==> config.mk <==
export PLATFORM = sky130hd
export DESIGN_NAME = add_arbiter
export DESIGN_NICKNAME = d
export VERILOG_FILES = /design/src/rtl/add_arb_pkg.sv /design/src/rtl/CLA_32.sv /design/src/rtl/add_rr_pick.sv /design/src/rtl/add_arbiter.sv
export SDC_FILE = /design/constraint.sdc
export NUM_CORES = 1
export LEC_CHECK = 0
export CAP_MARGIN = 15
export CORE_UTILIZATION = 43
export DETAILED_ROUTE_END_ITERATION = 8
export HOLD_SLACK_MARGIN = 0.12
export PLACE_DENSITY = 0.82
export SLEW_MARGIN = 20
export SYNTH_ARGS = -nofsm -noshare
export SYNTH_HDL_FRONTEND = slang
export SYNTH_SLANG_ARGS = --single-unit
export TNS_END_PERCENT = 20
==> constraint.sdc <==
create_clock -name clock -period 6.1 [get_ports clock]
set_input_delay 1.22 -clock clock [delete_from_list [all_inputs] [get_ports clock]]
set_output_delay 1.22 -clock clock [all_outputs]
set_load 0.02 [all_outputs]
==> src/rtl/add_arb_pkg.sv <==
// add_arb_pkg: shared constants, request struct and overflow helper for the
// add_arbiter slice.
//   REQ_ID_0/REQ_ID_1 : requester IDs reported on res_id and held in last_grant
//   SAT_POS/SAT_NEG   : clamp values used when ADD_ARB_SAT_EN is defined
//   add_op_t          : one requester's operation (operands + subtract flag)
//   ovf_of()          : signed overflow from the adder-input and sum sign bits
package add_arb_pkg;

  localparam int          ADD_W    = 32;
  localparam logic        REQ_ID_0 = 1'b0;
  localparam logic        REQ_ID_1 = 1'b1;
  localparam logic [31:0] SAT_POS  = 32'h7FFF_FFFF;
  localparam logic [31:0] SAT_NEG  = 32'h8000_0000;

  typedef struct packed {
    logic [ADD_W-1:0] a;
    logic [ADD_W-1:0] b;
    logic             sub;
  } add_op_t;

  typedef enum logic {
    RES_EMPTY = 1'b0,
    RES_FULL  = 1'b1
  } res_state_e;

  // Overflow only when both adder inputs share a sign and the sum's differs.
  // b31 is the sign of the adder's B input, i.e. after the subtract inversion.
  function automatic logic ovf_of(input logic a31, input logic b31, input logic s31);
    return (!a31 & !b31 & s31) | (a31 & b31 & !s31);
  endfunction

endpackage

==> src/rtl/CLA_32.sv <==
// CLA_32: 32-bit carry-lookahead adder built from eight 4-bit groups.
// Group generate/propagate terms form the inter-group carry chain; each group
// then resolves its internal carries from its own carry-in.
//   a, b : operands     cin  : carry in
//   sum  : a + b + cin  cout : carry out   ovf : signed overflow of a + b + cin
module CLA_32 (
  input  logic [31:0] a,
  input  logic [31:0] b,
  input  logic        cin,
  output logic [31:0] sum,
  output logic        cout,
  output logic        ovf
);

  logic [31:0] g;
  logic [31:0] p;

  assign g = a & b;
  assign p = a ^ b;

  always_comb begin : cla
    logic gc;
    logic bc;
    logic gg;
    logic pg;
    sum = '0;
    gc  = cin;
    for (int k = 0; k < 8; k++) begin
      gg = g[4*k+3]
         | (p[4*k+3] & g[4*k+2])
         | (p[4*k+3] & p[4*k+2] & g[4*k+1])
         | (p[4*k+3] & p[4*k+2] & p[4*k+1] & g[4*k]);
      pg = &p[4*k +: 4];
      bc = gc;
      for (int j = 0; j < 4; j++) begin
        sum[4*k+j] = p[4*k+j] ^ bc;
        bc         = g[4*k+j] | (p[4*k+j] & bc);
      end
      gc = gg | (pg & gc);
    end
    cout = gc;
  end

  assign ovf = (a[31] == b[31]) & (sum[31] != a[31]);

endmodule

==> src/rtl/add_rr_pick.sv <==
// add_rr_pick: combinational two-way round-robin grant.
//   valid0/valid1 : requester valids
//   last_grant    : requester granted most recently (loses a tie)
//   grant0/grant1 : one-hot-or-zero grant
module add_rr_pick
  import add_arb_pkg::*;
(
  input  logic valid0,
  input  logic valid1,
  input  logic last_grant,
  output logic grant0,
  output logic grant1
);

  // A lone requester always wins; on a tie the one not granted last wins.
  assign grant0 = valid0 & (!valid1 | (last_grant == REQ_ID_1));
  assign grant1 = valid1 & (!valid0 | (last_grant == REQ_ID_0));

endmodule

==> src/rtl/add_arbiter.sv <==
// add_arbiter: shares a single CLA_32 between two add/subtract requesters with
// round-robin arbitration and a one-entry valid/ready result register.
//   clock, reset            : rising-edge clock, synchronous active-high reset
//   reqN_valid/ready        : requester handshake (ready is combinational)
//   reqN_a, reqN_b, reqN_sub: operands; sub=1 gives a-b
//   res_valid/res_ready     : result handshake
//   res_data, res_ovf, res_id : registered result, signed overflow, issuer
// Optional: define ADD_ARB_SAT_EN to clamp res_data on signed overflow.
module add_arbiter
  import add_arb_pkg::*;
#(
  parameter int WIDTH = 32
) (
  input  logic             clock,
  input  logic             reset,
  input  logic             req0_valid,
  output logic             req0_ready,
  input  logic [WIDTH-1:0] req0_a,
  input  logic [WIDTH-1:0] req0_b,
  input  logic             req0_sub,
  input  logic             req1_valid,
  output logic             req1_ready,
  input  logic [WIDTH-1:0] req1_a,
  input  logic [WIDTH-1:0] req1_b,
  input  logic             req1_sub,
  output logic             res_valid,
  input  logic             res_ready,
  output logic [WIDTH-1:0] res_data,
  output logic             res_ovf,
  output logic             res_id
);

  res_state_e       state;
  logic             last_grant;
  logic             slot_free;
  logic             grant0, grant1;
  logic             acc0, acc1, acc;
  add_op_t          op_sel;
  logic [WIDTH-1:0] add_b;
  logic [WIDTH-1:0] sum;
  logic [WIDTH-1:0] next_data;
  logic             ovf;
  logic             cla_unused_cout;
  logic             cla_unused_ovf;

  assign res_valid = (state == RES_FULL);
  // The register can take a new result if empty or being drained this cycle.
  assign slot_free = (state == RES_EMPTY) | res_ready;

  add_rr_pick u_pick (
    .valid0     (req0_valid),
    .valid1     (req1_valid),
    .last_grant (last_grant),
    .grant0     (grant0),
    .grant1     (grant1)
  );

  // Readies drop during reset so no requester sees a handshake that the
  // register will ignore.
  assign req0_ready = grant0 & slot_free & ~reset;
  assign req1_ready = grant1 & slot_free & ~reset;
  assign acc0       = req0_valid & req0_ready;
  assign acc1       = req1_valid & req1_ready;
  assign acc        = acc0 | acc1;

  always_comb begin
    op_sel = '{a: req0_a, b: req0_b, sub: req0_sub};
    if (acc1) op_sel = '{a: req1_a, b: req1_b, sub: req1_sub};
  end

  // Subtract as a + ~b + 1.
  assign add_b = op_sel.sub ? ~op_sel.b : op_sel.b;

  CLA_32 u_cla (
    .a    (op_sel.a),
    .b    (add_b),
    .cin  (op_sel.sub),
    .sum  (sum),
    .cout (cla_unused_cout),
    .ovf  (cla_unused_ovf)
  );

  // Overflow is taken on the post-inversion operands so subtract is covered.
  assign ovf = ovf_of(op_sel.a[WIDTH-1], add_b[WIDTH-1], sum[WIDTH-1]);

`ifdef ADD_ARB_SAT_EN
  // On overflow the true result has the sign of A, so clamp toward it.
  assign next_data = ovf ? (op_sel.a[WIDTH-1] ? SAT_NEG : SAT_POS) : sum;
`else
  assign next_data = sum;
`endif

  always_ff @(posedge clock) begin
    if (reset) begin
      state      <= RES_EMPTY;
      res_data   <= '0;
      res_ovf    <= 1'b0;
      res_id     <= REQ_ID_0;
      last_grant <= REQ_ID_1;
    end else if (acc) begin
      state      <= RES_FULL;
      res_data   <= next_data;
      res_ovf    <= ovf;
      res_id     <= acc1 ? REQ_ID_1 : REQ_ID_0;
      last_grant <= acc1 ? REQ_ID_1 : REQ_ID_0;
    end else if ((state == RES_FULL) && res_ready) begin
      state <= RES_EMPTY;
    end
  end

endmodule

### After elaboration in Yosys (flattened, before gate mapping)

Index checks and enable logic that the tools add are counted.

* bitwise gates (word level): 173
* mux-type cells: 5
* reduce and logical (&&, ||, !) cells: 14

Operators by type and width (count)
* 1-bit AND: 78
* 65-bit two-way mux: 1
* 1-bit bitwise OR: 57
* 32-bit two-way mux: 1
* 32-bit NOT: 1
* 1-bit bitwise XOR: 32
* 32-bit bitwise XOR: 1
* 31-bit AND: 1
* 4-bit AND reduction: 7
* 1-bit zero test: 5
* 1-bit two-way mux: 3
* 1-bit NOT: 3
* 2-bit nonzero test: 1
* 1-bit logical AND: 1

* logic and storage cells: 197
* flip-flop bits (word level): 36

### Depth between registers and ports, before layout

* depth in word-level cells: 37
* depth in mapped cells: 21
* gate-level depth less buffers: 18

### By module

From an unflattened synthesis, not the netlist that was laid out.

* cells, all modules: 569
* area, all modules: 4231.6 um^2

By module, submodules not included
* add_arbiter: sequential area each 720.7 um^2, area an instance 2788.9 um^2, cells each 420, times used 1
* CLA_32: sequential area each 0.0 um^2, area an instance 1423.9 um^2, cells each 146, times used 1
* add_rr_pick: sequential area each 0.0 um^2, area an instance 18.8 um^2, cells each 3, times used 1

### Worst setup path before layout

No wires, ideal clock.

* path kind: input to register
* start: in res_ready
* end: reg res_ovf
* required time: 5958 ps
* path slack: 630 ps
* stages: 20
* setup time: 142 ps
* buffers on the path: 3
* arrival: 5329 ps
* path through: nand2b_1 buf_4 a31o_2 and2_1 buf_4 buf_4 xor2_1 ha_1 nand2_1 o21ai_0 nand2b_1 a31oi_1 nor3_1 a21oi_1 fa_1 fa_1 fa_1 xnor2_1 mux2i_1 a211oi_2

* longest elaborated chain between the ends: 35
* elaborated cells between the ends (all ways): 105
* those cells by class: 2 x mux; 93 x bitwise; 10 x reduce/logical

RTL lines
* from (decl): line add_arbiter.sv:27 `input logic res_ready,`
* 1-bit bitwise OR *: line add_arbiter.sv:48 `assign slot_free = (state == RES_EMPTY) | res_ready;`
* 1-bit AND (2 in series): line add_arbiter.sv:61 `assign req1_ready = grant1 & slot_free & ~reset;`
* 1-bit AND: line add_arbiter.sv:63 `assign acc1 = req1_valid & req1_ready;`
* 65-bit two-way mux: line add_arbiter.sv:68 `if (acc1) op_sel = '{a: req1_a, b: req1_b, sub: req1_sub};`
* 32-bit NOT: line add_arbiter.sv:72 `assign add_b = op_sel.sub ? ~op_sel.b : op_sel.b;`
* 32-bit two-way mux: line add_arbiter.sv:72
* 32-bit bitwise XOR / 31-bit AND (equally long branches): line CLA_32.sv:19, CLA_32.sv:18
* 1-bit AND (on tied branches): line CLA_32.sv:30, CLA_32.sv:31, CLA_32.sv:32
* [... 18 more ...]
* 1-bit AND: line CLA_32.sv:37 `bc = g[4*k+j] | (p[4*k+j] & bc);`
* 1-bit bitwise OR: line CLA_32.sv:37
* 1-bit AND: line CLA_32.sv:37
* 1-bit bitwise OR: line CLA_32.sv:37
* 1-bit bitwise XOR: line CLA_32.sv:36 `sum[4*k+j] = p[4*k+j] ^ bc;`
* 1-bit zero test: line add_arb_pkg.sv:29 `return (!a31 & !b31 & s31) | (a31 & b31 & !s31);`
* 1-bit AND: line add_arb_pkg.sv:29
* 1-bit bitwise OR: line add_arb_pkg.sv:29
* to (signal assigned): line add_arbiter.sv:103 `res_ovf <= ovf;`
* to (decl): line add_arbiter.sv:29 `output logic res_ovf,`

Every way passes the cells marked *; elsewhere a longest branch is shown, timed or not.
A chain may end at the register's enable or synchronous reset.

### Worst setup path in the final report

Same ends and word-level chain as after synthesis.

==> impl_metrics.json <==
{
  "status": "finished clean",
  "slew_headroom_pct": 36.0,
  "p_int_mw": 0.685,
  "max_freq_mhz": 175,
  "synth.distinct_cells": 40,
  "end_kind": "flip-flop",
  "io_pins": 172,
  "antenna_found_initial": 0,
  "wirelength_um": 10600,
  "clock_path_buffers": 2,
  "netlist_area_um2": 3830,
  "setup_violations": 0,
  "final_common_cell": "clkdlybuf4s50_1",
  "rows": 34,
  "core_um2": 8680,
  "nets": 784,
  "grt_max_degree": 56,
  "final_util_pct": 65.4,
  "dieArea_um2": 9280,
  "dieWidth_um": 96.3,
  "num_vias": 3605,
  "slowest_stage": "fa_1",
  "clk_pin_slew_worst_paths_ns": 0.09,
  "first_iter_violations": 91,
  "drv_slew": 0,
  "synthCells": 432,
  "area_delta_synth_final_pct": 48.4,
  "final_cell_mix": "170 x clkdlybuf4s50_1, 66 x nand2_1, 52 x mux2i_1",
  "numCtsBuffers": 5,
  "tightest_slew_ns": 0.956,
  "startpoint_type": "input port",
  "ys_ff_latch": 36,
  "switching_share_pct": 39.5,
  "htreeDepth": 2,
  "vias_per_cell": 5.11,
  "die_h_um": 96.3,
  "hold_path_class": "flip-flop to flip-flop",
  "static-leakage-power_nw": 2.71,
  "path_common_cell": "fa_1",
  "holdBufCountCts": 0,
  "initial_core_util_pct": 44.1,
  "crit_buf_inv": 2,
  "path_class": "input port to flip-flop",
  "p_clk_share_pct": 15.3,
  "drc": 0,
  "place_area_um2": 5590,
  "slowest_delay_ns": 0.46,
  "final_area_um2": 5680,
  "synthTopCellsByArea": "dfxtp_1 19%, mux2i_1 14%, fa_1 12%",
  "io_buffer_count": 171,
  "hold_viol": 0,
  "grt_pass1_wl_um": 16900,
  "synth_top_cell_by_area": "dfxtp_1",
  "clock-root-buffer": "clkbuf_8",
  "crit_family": "adder cells",
  "worstPathArrival_ns": 5.87,
  "tritoncts": "built",
  "synth_top_area_share_pct": 18.8,
  "cap_violations": 0,
  "detail-route-antenna-nets": 0,
  "grt_usage_pct": 23.5,
  "drtPass1Iterations": 4,
  "n_antenna_cell": 0,
  "seq_power_share_pct": 25.4,
  "overflow": 0,
  "hpwl_um": 8710,
  "powerDensity_nw_per_um2": 200,
  "syn_nets": 620,
  "nFillCells": 746,
  "clock_latency_ns": 0.29,
  "wl_per_cell_um": 15.0,
  "ir_worst_vdd_mv": 0.136,
  "pwr-share-comb_pct": 59.3,
  "grt_pass1_vias": 3754,
  "crit_chain": "clkdlybuf4s50_1 -> nand2b_1 -> nand3_4 -> buf_12 -> mux2i_1 -> xor2_1 -> ha_1 -> and3_1 -> nand2_1 -> a21oi_1 -> o21ai_0 -> nand2_1 -> a21oi_1 -> fa_1 -> fa_1 -> fa_1 -> xnor2_1 -> mux2i_1 -> a211oi_2",
  "avgSynthCellArea_um2": 8.86,
  "critical_path_required_ns": 6.24,
  "clock-sinks": 36,
  "fin_crit_sh_pct": 93.9,
  "gp_congestion": 0.841,
  "skew_ns": 0.00946,
  "path_max_fanout": 36,
  "power_switching_mw": 0.448,
  "drive_gt1_share_pct": 7.87,
  "rsz0062_at_grt": "no",
  "post-route-min-period_ns": 5.73,
  "ys_seq_area_share_pct": 18.8,
  "synth_warnings": 0
}
## path summary, 6_finish.rpt
check | depth (start not counted) | start | slack (ns) | to
max | 19 | res_ready | 0.37 | res_ovf$_SDFFE_PP0P_
min | 2 | res_data[23]$_SDFFE_PP0P_ | 0.46 | res_data[23]$_SDFFE_PP0P_
max reg2reg | 18 | last_grant$_SDFFE_PP1P_ | 1.41 | res_ovf$_SDFFE_PP0P_
min reg2reg | 2 | res_data[23]$_SDFFE_PP0P_ | 0.46 | res_data[23]$_SDFFE_PP0P_
## layer usage
metal	global-route usage [%]	wire, um	share of wire (%)	up-vias
li1	-	-	-	1766
met1	27.3	4280	40	1723
met2	45.6	5630	53	109
met3	3.55	583	5.5	7
met4	3.92	84	0.79	0
met5	0	0	0	-
## per-stage QoR
stage | hold slack (ns) | total power, mW | setup TNS [ns] | worst slack, ns | instances
2_1_floorplan | 0.528 | 0.720 | 0 | 0.630 | 432
3_3_place_gp | 0.442 | 0.944 | 0 | 0.0872 | 697
3_5_place_dp | 0.448 | 0.968 | -0.0214 | -0.0214 | 697
4_1_cts | 0.459 | 1.14 | 0 | 0.290 | 705
5_1_grt | 0.476 | 1.23 | 0 | 0.0734 | 705
6_report | 0.458 | 1.13 | 0 | 0.372 | 705
## flip-flops by register name, indices dropped and copies added (netlist names)
signal	flops
last_grant	1
res_valid	1
res_data	32
res_id	1
res_ovf	1
## synthesized netlist by cell type (all sizes together)
master and instances:
nand2 67, mux2i 52, inv 43, dfxtp 36
ha 30, xor2 29, a21oi 26, nor2 25
a211oi 23, fa 23, buf 18, xnor2 12
a21o 7, clkbuf 6, nand4 5, o21ai 5
and3 3, nand2b 3, nand3 3, a31oi 2
nor2b 2, nor3 2, or2 2, a21boi 1
a221o 1, a221oi 1, a31o 1, and2 1
mux2 1, o211a 1, o21ba 1
## power by group through the flow
stage,combinational [mW],clock (mW),sequential (mW)
2_1_floorplan,0.390,0,0.330
3_3_place_gp,0.652,0,0.292
3_5_place_dp,0.675,0,0.293
4_1_cts,0.677,0.179,0.288
5_1_grt,0.746,0.188,0.292
6_report,0.671,0.174,0.288
## layout make-up
class | count | area, um2 | share of cell area, %
flip-flops and latches | 36 | 721 | 12.7
clock buffers | 5 | 68.8 | 1.21
inverters | 43 | 161 | 2.84
well taps | 108 | 135 | 2.38
multi-input cells | 329 | 2770 | 48.7
repair buffers | 181 | 1810 | 31.8
clock inverters | 3 | 18.8 | 0.331
## worst reg2reg max path: stages (launching register included)
cell      delay [ns]
dfxtp_1         0.41
a21oi_2         0.12
nand3_4         0.13
buf_12          0.24
mux2i_1         0.37
xor2_1          0.14
ha_1            0.31
and3_1          0.19
nand2_1         0.06
a21oi_1         0.20
o21ai_0         0.18
nand2_1         0.14
a21oi_1         0.12
fa_1            0.46
fa_1            0.46
fa_1            0.44
xnor2_1         0.22
mux2i_1         0.25
a211oi_2        0.09
## timing repair
action / in CTS / in global routing
endpoints found under the setup margin: 0 / 1
resized for setup: 0 / 1
setup buffers: 0 / 0
## logic make-up (layout without fill, tap and decap cells)
logic type,Yosys count,after routing,synth area share [%]
mux,53,53,13.9
flops,36,36,18.8
fa+ha+maj,53,53,21.8
buf+inv,67,232,9.19
compound gates,69,69,14.4
simple gates,113,113,12.5
xor+xnor,41,41,9.39
(Power assumes the default switching activity.)
